$ cat src/rtl/serial_add_pkg.sv
// Shared types for the bit-serial adder controller: FSM state encoding and a
// counter-width helper.
package serial_add_pkg;

    typedef enum logic [1:0] {
        ST_IDLE = 2'd0,
        ST_ADD  = 2'd1,
        ST_DONE = 2'd2
    } state_e;

    // Bits needed to hold a count from 0 to w inclusive.
    function automatic int unsigned cnt_width(input int unsigned w);
        return $clog2(w + 1);
    endfunction

endpackage

$ cat src/rtl/serial_add_ctrl_if.sv
// Start/done handshake and operand/result bus between a sequencer and the
// serial adder controller.
interface serial_add_ctrl_if #(
    parameter int unsigned WIDTH = 8
);
    logic             start;
    logic [WIDTH-1:0] a;
    logic [WIDTH-1:0] b;
    logic             busy;
    logic             done;
    logic [WIDTH-1:0] sum;
    logic             cout;

    modport master (
        output start, a, b,
        input  busy, done, sum, cout
    );

    modport slave (
        input  start, a, b,
        output busy, done, sum, cout
    );
endinterface

$ cat src/rtl/f_adder.sv
// One-bit full adder built from two half adders; purely combinational.
module f_adder (
    input  logic a,
    input  logic b,
    input  logic cin,
    output logic s,
    output logic cout
);
    logic s0;
    logic c0;
    logic c1;

    h_adder u_ha0 (
        .a (a),
        .b (b),
        .s (s0),
        .c (c0)
    );

    h_adder u_ha1 (
        .a (s0),
        .b (cin),
        .s (s),
        .c (c1)
    );

    assign cout = c0 | c1;
endmodule

$ cat src/rtl/h_adder.sv
// One-bit half adder primitive.
module h_adder (
    input  logic a,
    input  logic b,
    output logic s,
    output logic c
);
    assign s = a ^ b;
    assign c = a & b;
endmodule

$ cat src/rtl/serial_add_ctrl.sv
// Bit-serial adder controller: adds two WIDTH-bit operands LSB first through a
// single shared full-adder cell, with a start/done handshake.
module serial_add_ctrl
    import serial_add_pkg::*;
#(
    parameter int unsigned WIDTH = 8
) (
    input  logic             clk,
    input  logic             rst,
    serial_add_ctrl_if.slave bus
);
    localparam int unsigned CNT_W = cnt_width(WIDTH);

    state_e           state_q, state_d;
    logic [WIDTH-1:0] a_q, a_d;
    logic [WIDTH-1:0] b_q, b_d;
    logic [WIDTH-1:0] sr_q, sr_d;
    logic [WIDTH-1:0] sum_q, sum_d;
    logic [CNT_W-1:0] cnt_q, cnt_d;
    logic             carry_q, carry_d;
    logic             cout_q, cout_d;
    logic             fa_s;
    logic             fa_c;

    f_adder u_fa (
        .a    (a_q[0]),
        .b    (b_q[0]),
        .cin  (carry_q),
        .s    (fa_s),
        .cout (fa_c)
    );

    always_comb begin
        state_d = state_q;
        a_d     = a_q;
        b_d     = b_q;
        sr_d    = sr_q;
        sum_d   = sum_q;
        cnt_d   = cnt_q;
        carry_d = carry_q;
        cout_d  = cout_q;

        unique case (state_q)
            // DONE accepts a new start exactly like IDLE, allowing back-to-back issue.
            ST_IDLE, ST_DONE: begin
                if (bus.start) begin
                    a_d     = bus.a;
                    b_d     = bus.b;
                    carry_d = 1'b0;
                    cnt_d   = '0;
                    state_d = ST_ADD;
                end else begin
                    state_d = ST_IDLE;
                end
            end
            ST_ADD: begin
                sr_d            = sr_q >> 1;
                sr_d[WIDTH-1]   = fa_s;
                carry_d         = fa_c;
                a_d             = a_q >> 1;
                b_d             = b_q >> 1;
                cnt_d           = cnt_q + CNT_W'(1);
                if (cnt_q == CNT_W'(WIDTH - 1)) begin
                    sum_d   = sr_d;
                    cout_d  = fa_c;
                    state_d = ST_DONE;
                end
            end
            default: state_d = ST_IDLE;
        endcase
    end

    always_ff @(posedge clk) begin
        if (rst) begin
            state_q <= ST_IDLE;
            a_q     <= '0;
            b_q     <= '0;
            sr_q    <= '0;
            sum_q   <= '0;
            cnt_q   <= '0;
            carry_q <= 1'b0;
            cout_q  <= 1'b0;
        end else begin
            state_q <= state_d;
            a_q     <= a_d;
            b_q     <= b_d;
            sr_q    <= sr_d;
            sum_q   <= sum_d;
            cnt_q   <= cnt_d;
            carry_q <= carry_d;
            cout_q  <= cout_d;
        end
    end

    assign bus.busy = (state_q == ST_ADD);
    assign bus.done = (state_q == ST_DONE);
    assign bus.sum  = sum_q;
    assign bus.cout = cout_q;
endmodule

$ cat src/flat_wrapper.sv
// flat-port wrapper written by rule: the top's interface ports become plain ports
module serial_add_ctrl_flat import serial_add_pkg::*;
#(
    parameter int unsigned WIDTH = 8
)
  (clk, rst, bus_start, bus_a, bus_b, bus_busy, bus_done, bus_sum, bus_cout);
  serial_add_ctrl_if #(.WIDTH(WIDTH)) bus_i ();
  input  logic clk;
  input  logic rst;
  input wire logic [$bits(bus_i.start)-1:0] bus_start;
  input wire logic [$bits(bus_i.a)-1:0] bus_a;
  input wire logic [$bits(bus_i.b)-1:0] bus_b;
  output wire logic [$bits(bus_i.busy)-1:0] bus_busy;
  output wire logic [$bits(bus_i.done)-1:0] bus_done;
  output wire logic [$bits(bus_i.sum)-1:0] bus_sum;
  output wire logic [$bits(bus_i.cout)-1:0] bus_cout;
  assign bus_i.start = bus_start;
  assign bus_i.a = bus_a;
  assign bus_i.b = bus_b;
  assign bus_busy = bus_i.busy;
  assign bus_done = bus_i.done;
  assign bus_sum = bus_i.sum;
  assign bus_cout = bus_i.cout;
  serial_add_ctrl #(.WIDTH(WIDTH)) u_core (.clk(clk), .rst(rst), .bus(bus_i));
endmodule
$ cat config.mk
export PLATFORM = sky130hd
export DESIGN_NAME = serial_add_ctrl_flat
export DESIGN_NICKNAME = d
export VERILOG_FILES = /design/src/rtl/serial_add_pkg.sv /design/src/rtl/serial_add_ctrl_if.sv /design/src/rtl/f_adder.sv /design/src/rtl/h_adder.sv /design/src/rtl/serial_add_ctrl.sv /design/src/flat_wrapper.sv
export SDC_FILE = /design/constraint.sdc
export NUM_CORES = 1
export LEC_CHECK = 0
export CAP_MARGIN = 15
export CORE_ASPECT_RATIO = 1.1
export CORE_UTILIZATION = 55
export DETAILED_ROUTE_END_ITERATION = 16
export PLACE_DENSITY_LB_ADDON = 0.25
export SLEW_MARGIN = 40
export SYNTH_ARGS = -nofsm -noshare
export SYNTH_HDL_FRONTEND = slang
export SYNTH_SLANG_ARGS = --single-unit
$ cat constraint.sdc
create_clock -name clk -period 3.83 [get_ports clk]
set_clock_uncertainty 0.1 [all_clocks]
set_input_delay 0.5745 -clock clk [delete_from_list [all_inputs] [get_ports clk]]
set_output_delay 0.5745 -clock clk [all_outputs]
set_load 0.005 [all_outputs]
==> results of run 1 <==
==> kinds of logic after synthesis <==
logic type | Yosys count
AOI/OAI and AO/OA | 43
adders and majority gates | 2
buffers and inverters | 15
DFF | 39
muxes | 11
and+or+nand+nor | 67
==> final timing paths <==
path                                                startpoint                      endpoint
worst min-delay path                u_core.b_q[1]$_SDFFE_PP0P_    u_core.b_q[1]$_SDFFE_PP0P_
worst max register to register  u_core.state_q[1]$_SDFFE_PP0P_  u_core.cnt_q[3]$_SDFFE_PP0P_
worst min register to register      u_core.b_q[1]$_SDFFE_PP0P_    u_core.b_q[1]$_SDFFE_PP0P_
worst max-delay path            u_core.state_q[1]$_SDFFE_PP0P_                      bus_busy
==> synthesized netlist by cell type (all sizes together) <==
cell type,n,area (um^2)
nand2,18,67.6
clkinv,1,5.00
nand3,19,95.1
ha,1,12.5
fa,1,20.0
mux2i,9,90.1
a211oi,1,12.5
clkbuf,3,11.3
a21oi,28,140
mux2,2,26.3
nand4,1,6.26
nand3b,1,7.51
nor3b,1,7.51
nor3,1,5.00
nand2b,21,134
nor2,3,27.5
dfxtp,39,781
nor2b,2,12.5
a22oi,14,105
buf,11,78.8
==> per-layer routing <==
metal	share of wire [%]	vias to the layer above	wire, um	track usage [%]
met1	41	645	1310	23.6
met2	52	42	1680	41.5
met4	1.9	0	62	9.16
met3	5.2	9	166	8.72
met5	0	-	0	0
li1	-	665	-	-
==> stage by stage <==
step,hold WS (ns),instances
after floorplan,0.337,177
after global placement,0.354,228
after detailed placement,0.362,228
after CTS,0.376,234
after global routing,0.390,234
final,0.376,234
==> worst max-delay path, delay by kind of cell, from the launching register on <==
family | cells | cell delay (ns)
simple gates | 1 | 0.54
buf+inv | 2 | 0.60
flops | 1 | 0.33
==> flip-flops by register name, summed over array words and instances, names as in the netlist <==
name / count
u_core.bus.sum: 8
u_core.carry_q: 1
u_core.b_q: 8
u_core.bus.cout: 1
u_core.a_q: 8
u_core.cnt_q: 4
u_core.sr_q: 7
u_core.state_q: 2
==> where the power goes <==
group | total (uW) | internal (uW) | switching, uW | leakage, uW
Combinational | 86.5 | 40.0 | 46.5 | 0.000331
Clock | 184 | 65.3 | 119 | 0.0000242
Sequential | 429 | 420 | 8.84 | 0.000317
Total | 700 | 525 | 174 | 0.000672
==> layout make-up <==
| cell class | count | area share [%] |
|---|---|---|
| sequential | 39 | 40.1 |
| multi-input combinational | 123 | 39.5 |
| timing repair buffer | 32 | 15.8 |
| clock buffer | 6 | 2.12 |
| tap | 33 | 2.12 |
| inverter | 1 | 0.257 |
==> metrics.md, run 1 <==
| Metric | Value |
|---|---|
| Crit-path max cell delay | between 0.5 and 0.6 ns |
| Cts bufs inserted | 5 |
| Largest family of logic cells by synthesized area | simple AND/OR/NAND/NOR gates |
| Die W | 54.2 um |
| Vias in the first global route | between 1,000 and 1,500 |
| Crit end category | primary output |
| Sequential Area | around 800 um^2 |
| Layout cells sized above 1 | under 10% |
| Maximum root-to-sink buffer count | 2 |
| Mux share of post-synthesis cell area | under 10% |
| Unrepaired setup endpoints after global routing | no |
| Placed cell areas | 0.00191 mm^2 |
| CP arrival | about 1.8 ns |
| Unique masters post-synth | 26 |
| Antenna cells | 0 |
| Worst Max-Slew Pin Slew | between 0.6 and 0.7 ns |
| Outcome | finished clean |
| Final instance area | ~0.0019 mm^2 |
| Worst Path Max Fanout | 30 |
| Routed length per instance | about 14 um |
| Initial antenna violation count | 0 |
| Hold Buf Count CTS | 0 |
| Hold Path Class | flip-flop to flip-flop |
| Slew HR | ~54% |
| Clock Tree Root | clkbuf_4 |
| Critical path data required time | around 3.2 ns |
| Compound-Gate Fraction of Synth Area | approximately 16% |
| First-pass GRT wire length | about 5200 um |
| Pwr/cell area | 360 mW/mm^2 |
| Clk sinks | 39 |
| 1st-iter DRT viols | 48 |
| Max_cap viols | 0 |
| Postcts setup bufs | 0 |
| Average vias per placed instance | ~5.8 |
| Final net count | around 220 |
| All-Layer GR Usage | between 20 and 25% |
| Core area | approximately 0.0028 mm^2 |
| CTS tree | built |
| Final Core Density | roughly 69% |
| Sequential area share after synthesis | between 40% and 50% |
| Footprint of the multi-input gates | ~770 um^2 |
| Setup TNS | 0 ns |
| CTS clk-pin slew, worst paths | approximately 0.1 ns |
| Crit-path slowest cell | nand2b_2 |
| Final setup vio count | 0 |
| Flops & latches, synth | 39 |
| PortBufs | 29 |
| Setup WS post-layout | between 1 and 1.5 ns |
| Ordered list of cells on the worst path | nand2b_2, clkinv_2, clkdlybuf4s50_1 |
| Routability cong. | roughly 0.73 |
| FMAX | a little over 400 MHz |
| Top Ports | 30 |
| Die Height | 59.4 um |
| # H-tree levels | 2 |
| Starting Density | 58.7% |
| Leak Pwr | between 0.0006 and 0.0007 uW |
| Commonest non-fill, non-tap cell in the layout | dfxtp_1 |
| Largest net degree at the start of global routing | 31 |
| Final antenna-violating net count | 0 |
| DRT Wirelength | between 3000 and 4000 um |
| XOR/XNOR Fraction of Synth Area | 0% |
| Crit path time final | about 2.5 ns |
| Pre-antenna DRT Iters | 5 |
| Hold path depth | 2 |
| HPWL after DPL | approximately 2200 um |
| Final hold vios | 0 |
| Number of gates resized after CTS | 0 |
| Worst-skew pair later-pin latency | around 0.34 ns |
| Number of cell rows | 20 |
| Syn_area_per_cell | approximately 9.3 um^2 |
| Flop-to-flop setup slack | approximately 1.9 ns |
| Peak VDD IR | 0.000285 V |
| Highest-count cells in the layout ignoring fill and taps | dfxtp_1 (39), a21oi_1 (28), clkdlybuf4s50_1 (28), nand2b_1 (20), nand3_1 (19) |
| Worst Setup Start Kind | flip-flop |
| Yosys synthesis warning count | 0 |
| Adder-Cell Fraction of Synth Area | 1.98% |
| Final worst-path cycle share | approximately two thirds |
| Dpl ws | 1.38 ns |
| FILL cells | 244 |
| Die area | ~0.0032 mm^2 |
| Synth Net Count | roughly 200 |
| Final Power | approximately 700 uW |
| DRC violations left | 0 |
| WS Path Type | flip-flop to primary output |
| Final Slew Violations | 0 |
| Simple-Gate Fraction of Synth Area | between 20 and 25% |
| Mapped Area | ~0.0016 mm^2 |
| Via count | ~1,400 |
| Worst-case reg-to-reg path depth | 5 |
| Area growth from synthesis to layout | 18.3% |
| GR Overflow Total | 0 |
| Post-Syn Instances | between 150 and 200 |
Power figures use the tool's default switching activity.
==> inputs of run 2 (changes only) <==
--- a/config.mk
+++ b/config.mk
@@ -7,7 +7,7 @@
 export LEC_CHECK = 0
 export CAP_MARGIN = 15
 export CORE_ASPECT_RATIO = 1.1
-export CORE_UTILIZATION = 55
+export CORE_UTILIZATION = 51
 export DETAILED_ROUTE_END_ITERATION = 16
 export PLACE_DENSITY_LB_ADDON = 0.25
 export SLEW_MARGIN = 40
==> constraint.sdc (replaced) <==
create_clock -name clk -period 2.3 [get_ports clk]
set_clock_uncertainty 0.1 [all_clocks]
set_input_delay 0.345 -clock clk [delete_from_list [all_inputs] [get_ports clk]]
set_output_delay 0.345 -clock clk [all_outputs]
set_load 0.005 [all_outputs]
==> run 2 against run 1 <==
Against the previous run: register-to-register slack lost 1.2 ns; clock power is 68% higher; core utilization down 4.7 points; non-clock buffer count rose by 1; critical path depth is the same; sequential cell count unchanged; die area increased by 7.6%; via count down 3.3%; worst hold slack worse by 0.0023 ns; first-iteration DRC count decreased by 10%; global-route usage decreased by 4.9 points; total power is 68% higher.
==> metrics.md, run 2 (same netlist as run 1, synthesis figures left out) <==
| Metric | Value |
|---|---|
| Clk sinks | 39 |
| Final net count | approximately 220 |
| Antenna cells | 0 |
| Final worst-path cycle share | around four fifths |
| Delay-heaviest family, CP | buffers and inverters |
| CTS tree | built |
| Maximum root-to-sink buffer count | 2 |
| HPWL after DPL | approximately 2100 um |
| Final setup vio count | 0 |
| Worst Max-Slew Pin Slew | approximately 0.68 ns |
| Crit path time final | 1.85 ns |
| FMAX | approximately 540 MHz |
| DRC violations left | 0 |
| Largest net degree at the start of global routing | 40 |
| Commonest non-fill, non-tap cell in the layout | dfxtp_1 |
| Unrepaired setup endpoints after global routing | no |
| Initial antenna violation count | 0 |
| Starting Density | between 50% and 60% |
| # H-tree levels | 2 |
| Max_cap viols | 0 |
| 1st-iter DRT viols | 43 |
| First-pass GRT wire length | 4770 um |
| Routed length per instance | approximately 13 um |
| Number of gates resized after CTS | 0 |
| Layout cells sized above 1 | between 6 and 7% |
| DRT Wirelength | between 3000 and 4000 um |
| Leak Pwr | 0.000681 uW |
| Pwr/cell area | 595 mW/mm^2 |
| Crit end category | primary output |
| Crit-path slowest cell | clkdlybuf4s50_1 |
| Final hold vios | 0 |
| Hold Path Class | flip-flop to flip-flop |
| Setup TNS | 0 ns |
| Peak VDD IR | ~0.00044 V |
| Worst Path Max Fanout | 2 |
| Pre-antenna DRT Iters | 5 |
| Die Height | ~60 um |
| Average vias per placed instance | 5.58 |
| WS Path Type | flip-flop to primary output |
| Critical path data required time | between 1.5 and 2 ns |
| Highest-count cells in the layout ignoring fill and taps | dfxtp_1 (39), clkdlybuf4s50_1 (29), a21oi_1 (28), nand2b_1 (20), nand3_1 (19) |
| All-Layer GR Usage | ~18% |
| Clock Tree Root | clkbuf_4 |
| Routability cong. | roughly 0.70 |
| Via count | approximately 1,300 |
| CP arrival | roughly 1.4 ns |
| CTS clk-pin slew, worst paths | approximately 0.10 ns |
| Crit-path max cell delay | about 0.48 ns |
| Setup WS post-layout | 0.449 ns |
| Final Core Density | between 60% and 70% |
| Worst Setup Start Kind | flip-flop |
| PortBufs | 29 |
| Area growth from synthesis to layout | 19.8% |
| Ordered list of cells on the worst path | nand2b_2, clkinv_2, clkdlybuf4s50_1 |
| Cts bufs inserted | 5 |
| Dpl ws | 0.502 ns |
| Number of cell rows | 21 |
| Placed cell areas | around 0.0019 mm^2 |
| Core area | 0.00305 mm^2 |
| Outcome | finished clean |
| Worst-skew pair later-pin latency | approximately 0.34 ns |
| Hold WS | 0.373 ns |
| Final antenna-violating net count | 0 |
| Final Slew Violations | 0 |
| Final instance area | 0.00197 mm^2 |
| GR Overflow Total | 0 |
| Die area | between 0.003 and 0.004 mm^2 |
| Slew HR | 54.9% |
| Vias in the first global route | roughly 1,200 |
| Hold Buf Count CTS | 0 |
| Die W | 56.2 um |
| Postcts setup bufs | 0 |
| Top Ports | 30 |
| Worst Path Buf+Inv | 2 |
-- run 2: stage by stage --
step	power, uW	instances
6_report	1170	236
3_3_place_gp	873	230
2_1_floorplan	830	177
4_1_cts	1190	236
3_5_place_dp	880	230
5_1_grt	1220	236
-- run 2: final timing paths --
check | start | end | slack (ns) | cells after the start
min | u_core.bus.sum[3]$_SDFFE_PP0P_ | u_core.bus.sum[3]$_SDFFE_PP0P_ | 0.37 | 2
max reg2reg | u_core.state_q[1]$_SDFFE_PP0P_ | u_core.cnt_q[2]$_SDFFE_PP0P_ | 0.76 | 4
min reg2reg | u_core.bus.sum[3]$_SDFFE_PP0P_ | u_core.bus.sum[3]$_SDFFE_PP0P_ | 0.37 | 2
max | u_core.state_q[1]$_SDFFE_PP0P_ | bus_busy | 0.45 | 3
-- run 2: metal layers --
layer | GRT usage [%] | vias up | share of wire, %
li1 | - | 669 | -
met1 | 20.2 | 605 | 43
met2 | 32.1 | 34 | 50
met3 | 4.41 | 8 | 4.5
met4 | 12.5 | 0 | 2.4
met5 | 0 | - | 0
-- run 2: worst register-to-register path, stage by stage (launching register included) --
cell and delay [ns]:
dfxtp_1 0.35, nand2b_2 0.14, buf_4 0.33, mux2_4 0.35
a211oi_2 0.20
-- run 2: area by class of cell --
type | instances | area [um^2]
fill | 261 | 1080
tap | 34 | 42.5
inverter | 1 | 5.00
multi-input combinational | 123 | 769
sequential | 39 | 781
timing repair buffer | 33 | 333
clock buffer | 6 | 41.3
-- run 2: report_power, final --
part | leakage [uW] | internal [uW] | switching, uW | total (uW)
Clock | 0.0000242 | 109 | 201 | 310
Sequential | 0.000317 | 699 | 15.1 | 715
Combinational | 0.000340 | 71.4 | 77.5 | 149
==> inputs of run 3 (changes only) <==
--- a/config.mk
+++ b/config.mk
@@ -7,7 +7,7 @@
 export LEC_CHECK = 0
 export CAP_MARGIN = 15
 export CORE_ASPECT_RATIO = 1.1
-export CORE_UTILIZATION = 51
+export CORE_UTILIZATION = 46
 export DETAILED_ROUTE_END_ITERATION = 16
 export PLACE_DENSITY_LB_ADDON = 0.25
 export SLEW_MARGIN = 40
==> constraint.sdc (replaced) <==
create_clock -name clk -period 1.6 [get_ports clk]
set_clock_uncertainty 0.1 [all_clocks]
set_input_delay 0.24 -clock clk [delete_from_list [all_inputs] [get_ports clk]]
set_output_delay 0.24 -clock clk [all_outputs]
set_load 0.005 [all_outputs]
==> run 3 against run 2 <==
Against the previous run: via count up 3.5%; critical path depth is 2 lower; critical path type unchanged; combinational power up 52%; clock power rose by 53%.
==> metrics.md, run 3 (same netlist as run 1, synthesis figures left out) <==
| Metric | Value |
|---|---|
| Final Power | around 1700 uW |
| Placed Cells | approximately 250 |
| Final net count | approximately 230 |
| Final Slew Violations | 0 |
| Die W | between 50 and 60 um |
| Cell Count, Final, Fillers Out | roughly 260 |
| Initial antenna violation count | 0 |
| Routed length per instance | roughly 12 um |
| Worst-skew pair later-pin latency | 0.34 ns |
| Antenna cells | 0 |
| Flop-to-flop setup slack | 0.14 ns |
| Final worst-path cycle share | 95.5% |
| HPWL after DPL | between 2000 and 2500 um |
| Crit-path max cell delay | 0.50 ns |
| Crit path time final | 1.53 ns |
| Hold Buf Count CTS | 0 |
| Commonest non-fill, non-tap cell in the layout | dfxtp_1 |
| WS Path Type | flip-flop to primary output |
| Layout cells sized above 1 | roughly a tenth |
| DRC violations left | 0 |
| Pwr/cell area | around 850 mW/mm^2 |
| Clk sinks | 39 |
| Worst Path Max Fanout | 2 |
| Worst Max-Slew Pin Slew | about 0.29 ns |
| # H-tree levels | 2 |
| Starting Density | slightly below 50% |
| Slew HR | a little over 80% |
| Postcts setup bufs | 0 |
| Clock Tree Root | clkbuf_4 |
| Routability cong. | about 0.79 |
| Highest-count cells in the layout ignoring fill and taps | dfxtp_1 (38), a21oi_1 (28), clkdlybuf4s50_1 (27), nand2b_1 (20), nand3_1 (19) |
| FILL cells | 312 |
| Core area | 0.00339 mm^2 |
| Average vias per placed instance | about 5.3 |
| Max_cap viols | 0 |
| Final setup vio count | 0 |
| Die area | 0.00382 mm^2 |
| Worst Path Buf+Inv | 1 |
| Number of cell rows | 22 |
| Maximum root-to-sink buffer count | 2 |
| Worst Setup Start Kind | flip-flop |
| Final antenna-violating net count | 0 |
| Pre-antenna DRT Iters | 4 |
| Top Ports | 30 |
| Hold Path Class | input pin to flip-flop |
| Via count | 1,362 |
| Die Height | between 60 and 70 um |
| First-pass GRT wire length | around 5400 um |
| CP arrival | around 1.2 ns |
| Final hold vios | 0 |
| Critical path data required time | roughly 1.3 ns |
| GR Overflow Total | 0 |
| 1st-iter DRT viols | 41 |
| Largest net degree at the start of global routing | 34 |
| Outcome | finished clean |
| Delay-heaviest family, CP | buffers and inverters |
| Ordered list of cells on the worst path | clkdlybuf4s50_1 |
| CTS tree | built |
| All-Layer GR Usage | 18.5% |
| Vias in the first global route | around 1,200 |
| CTS clk-pin slew, worst paths | roughly 0.11 ns |
| Area growth from synthesis to layout | 23.4% |
| FMAX | about 650 MHz |
| Number of gates resized after CTS | 4 |
| Unrepaired setup endpoints after global routing | no |
| Cts bufs inserted | 5 |
| Peak VDD IR | slightly below 0.0005 V |
| Crit end category | primary output |
| Crit-path slowest cell | clkdlybuf4s50_1 |
| DRT Wirelength | about 3100 um |
| Leak Pwr | 0.000713 uW |
| PortBufs | 29 |
-- run 3: cell types whose count changed in the layout (fill, tap and decap cells not counted), sizes merged --
| cell | previous run | this run |
|---|---|---|
| buf | 4 | 8 |
| clkdlybuf4s50 | 29 | 27 |
| dlygate4sd2 | 0 | 2 |
| clkbuf | 6 | 7 |
| clkinv | 1 | 2 |
-- run 3: per-stage QoR --
| stage | setup TNS, ns | hold WS, ns | worst slack (ns) | area, um^2 | utilization, % |
|---|---|---|---|---|---|
| final | 0 | 0.345 | 0.0727 | 2030 | 60.0 |
| after global placement | 0 | 0.350 | 0.0647 | 1980 | 58.4 |
| after CTS | 0 | 0.332 | 0.0528 | 2030 | 60.0 |
| after floorplan | 0 | 0.276 | 0.302 | 1650 | - |
| after global routing | 0 | 0.332 | 0.00487 | 2030 | 60.0 |
| after detailed placement | -0.167 | 0.360 | -0.0307 | 1980 | 58.4 |
-- run 3: metal layers --
layer / track usage [%] / part of all wire, % / up-vias
met3: 5.19 / 4.4 / 5
met2: 31.0 / 49 / 34
met1: 22.1 / 45 / 646
met4: 7.44 / 1.7 / 0
met5: 0 / 0 / -
li1: - / - / 677
-- run 3: where the power goes --
group / leakage (uW) / switching [uW] / internal (uW)
sequential: 0.000317 / 21.4 / 1010
clock: 0.0000293 / 302 / 171
combinational: 0.000366 / 116 / 111
-- run 3: cell type report --
| class | instances | area (um^2) | share of cell area (%) |
|---|---|---|---|
| inverters | 1 | 8.76 | 0.431 |
| well taps | 48 | 60.1 | 2.96 |
| clock buffers | 7 | 45.0 | 2.22 |
| clock inverters | 1 | 5.00 | 0.246 |
| flip-flops and latches | 39 | 782 | 38.5 |
| repair buffers | 37 | 360 | 17.7 |
| multi-input cells | 123 | 769 | 37.9 |
-- run 3: worst paths after layout --
kind                                                startpoint                           end  cells after the start
worst max register to register    u_core.cnt_q[0]$_SDFFE_PP0P_  u_core.bus.cout$_SDFFE_PP0P_                      4
worst min register to register      u_core.b_q[5]$_SDFFE_PP0P_    u_core.b_q[5]$_SDFFE_PP0P_                      2
worst max-delay path            u_core.bus.sum[2]$_SDFFE_PP0P_                    bus_sum[2]                      1
worst min-delay path                                  bus_b[7]    u_core.b_q[7]$_SDFFE_PP0P_                      3
-- run 3: tightest hold or removal path, stage by stage --
cell	delay, ns
clkdlybuf4s50_1	0.39
nand2_1	0.06
a21oi_1	0.05
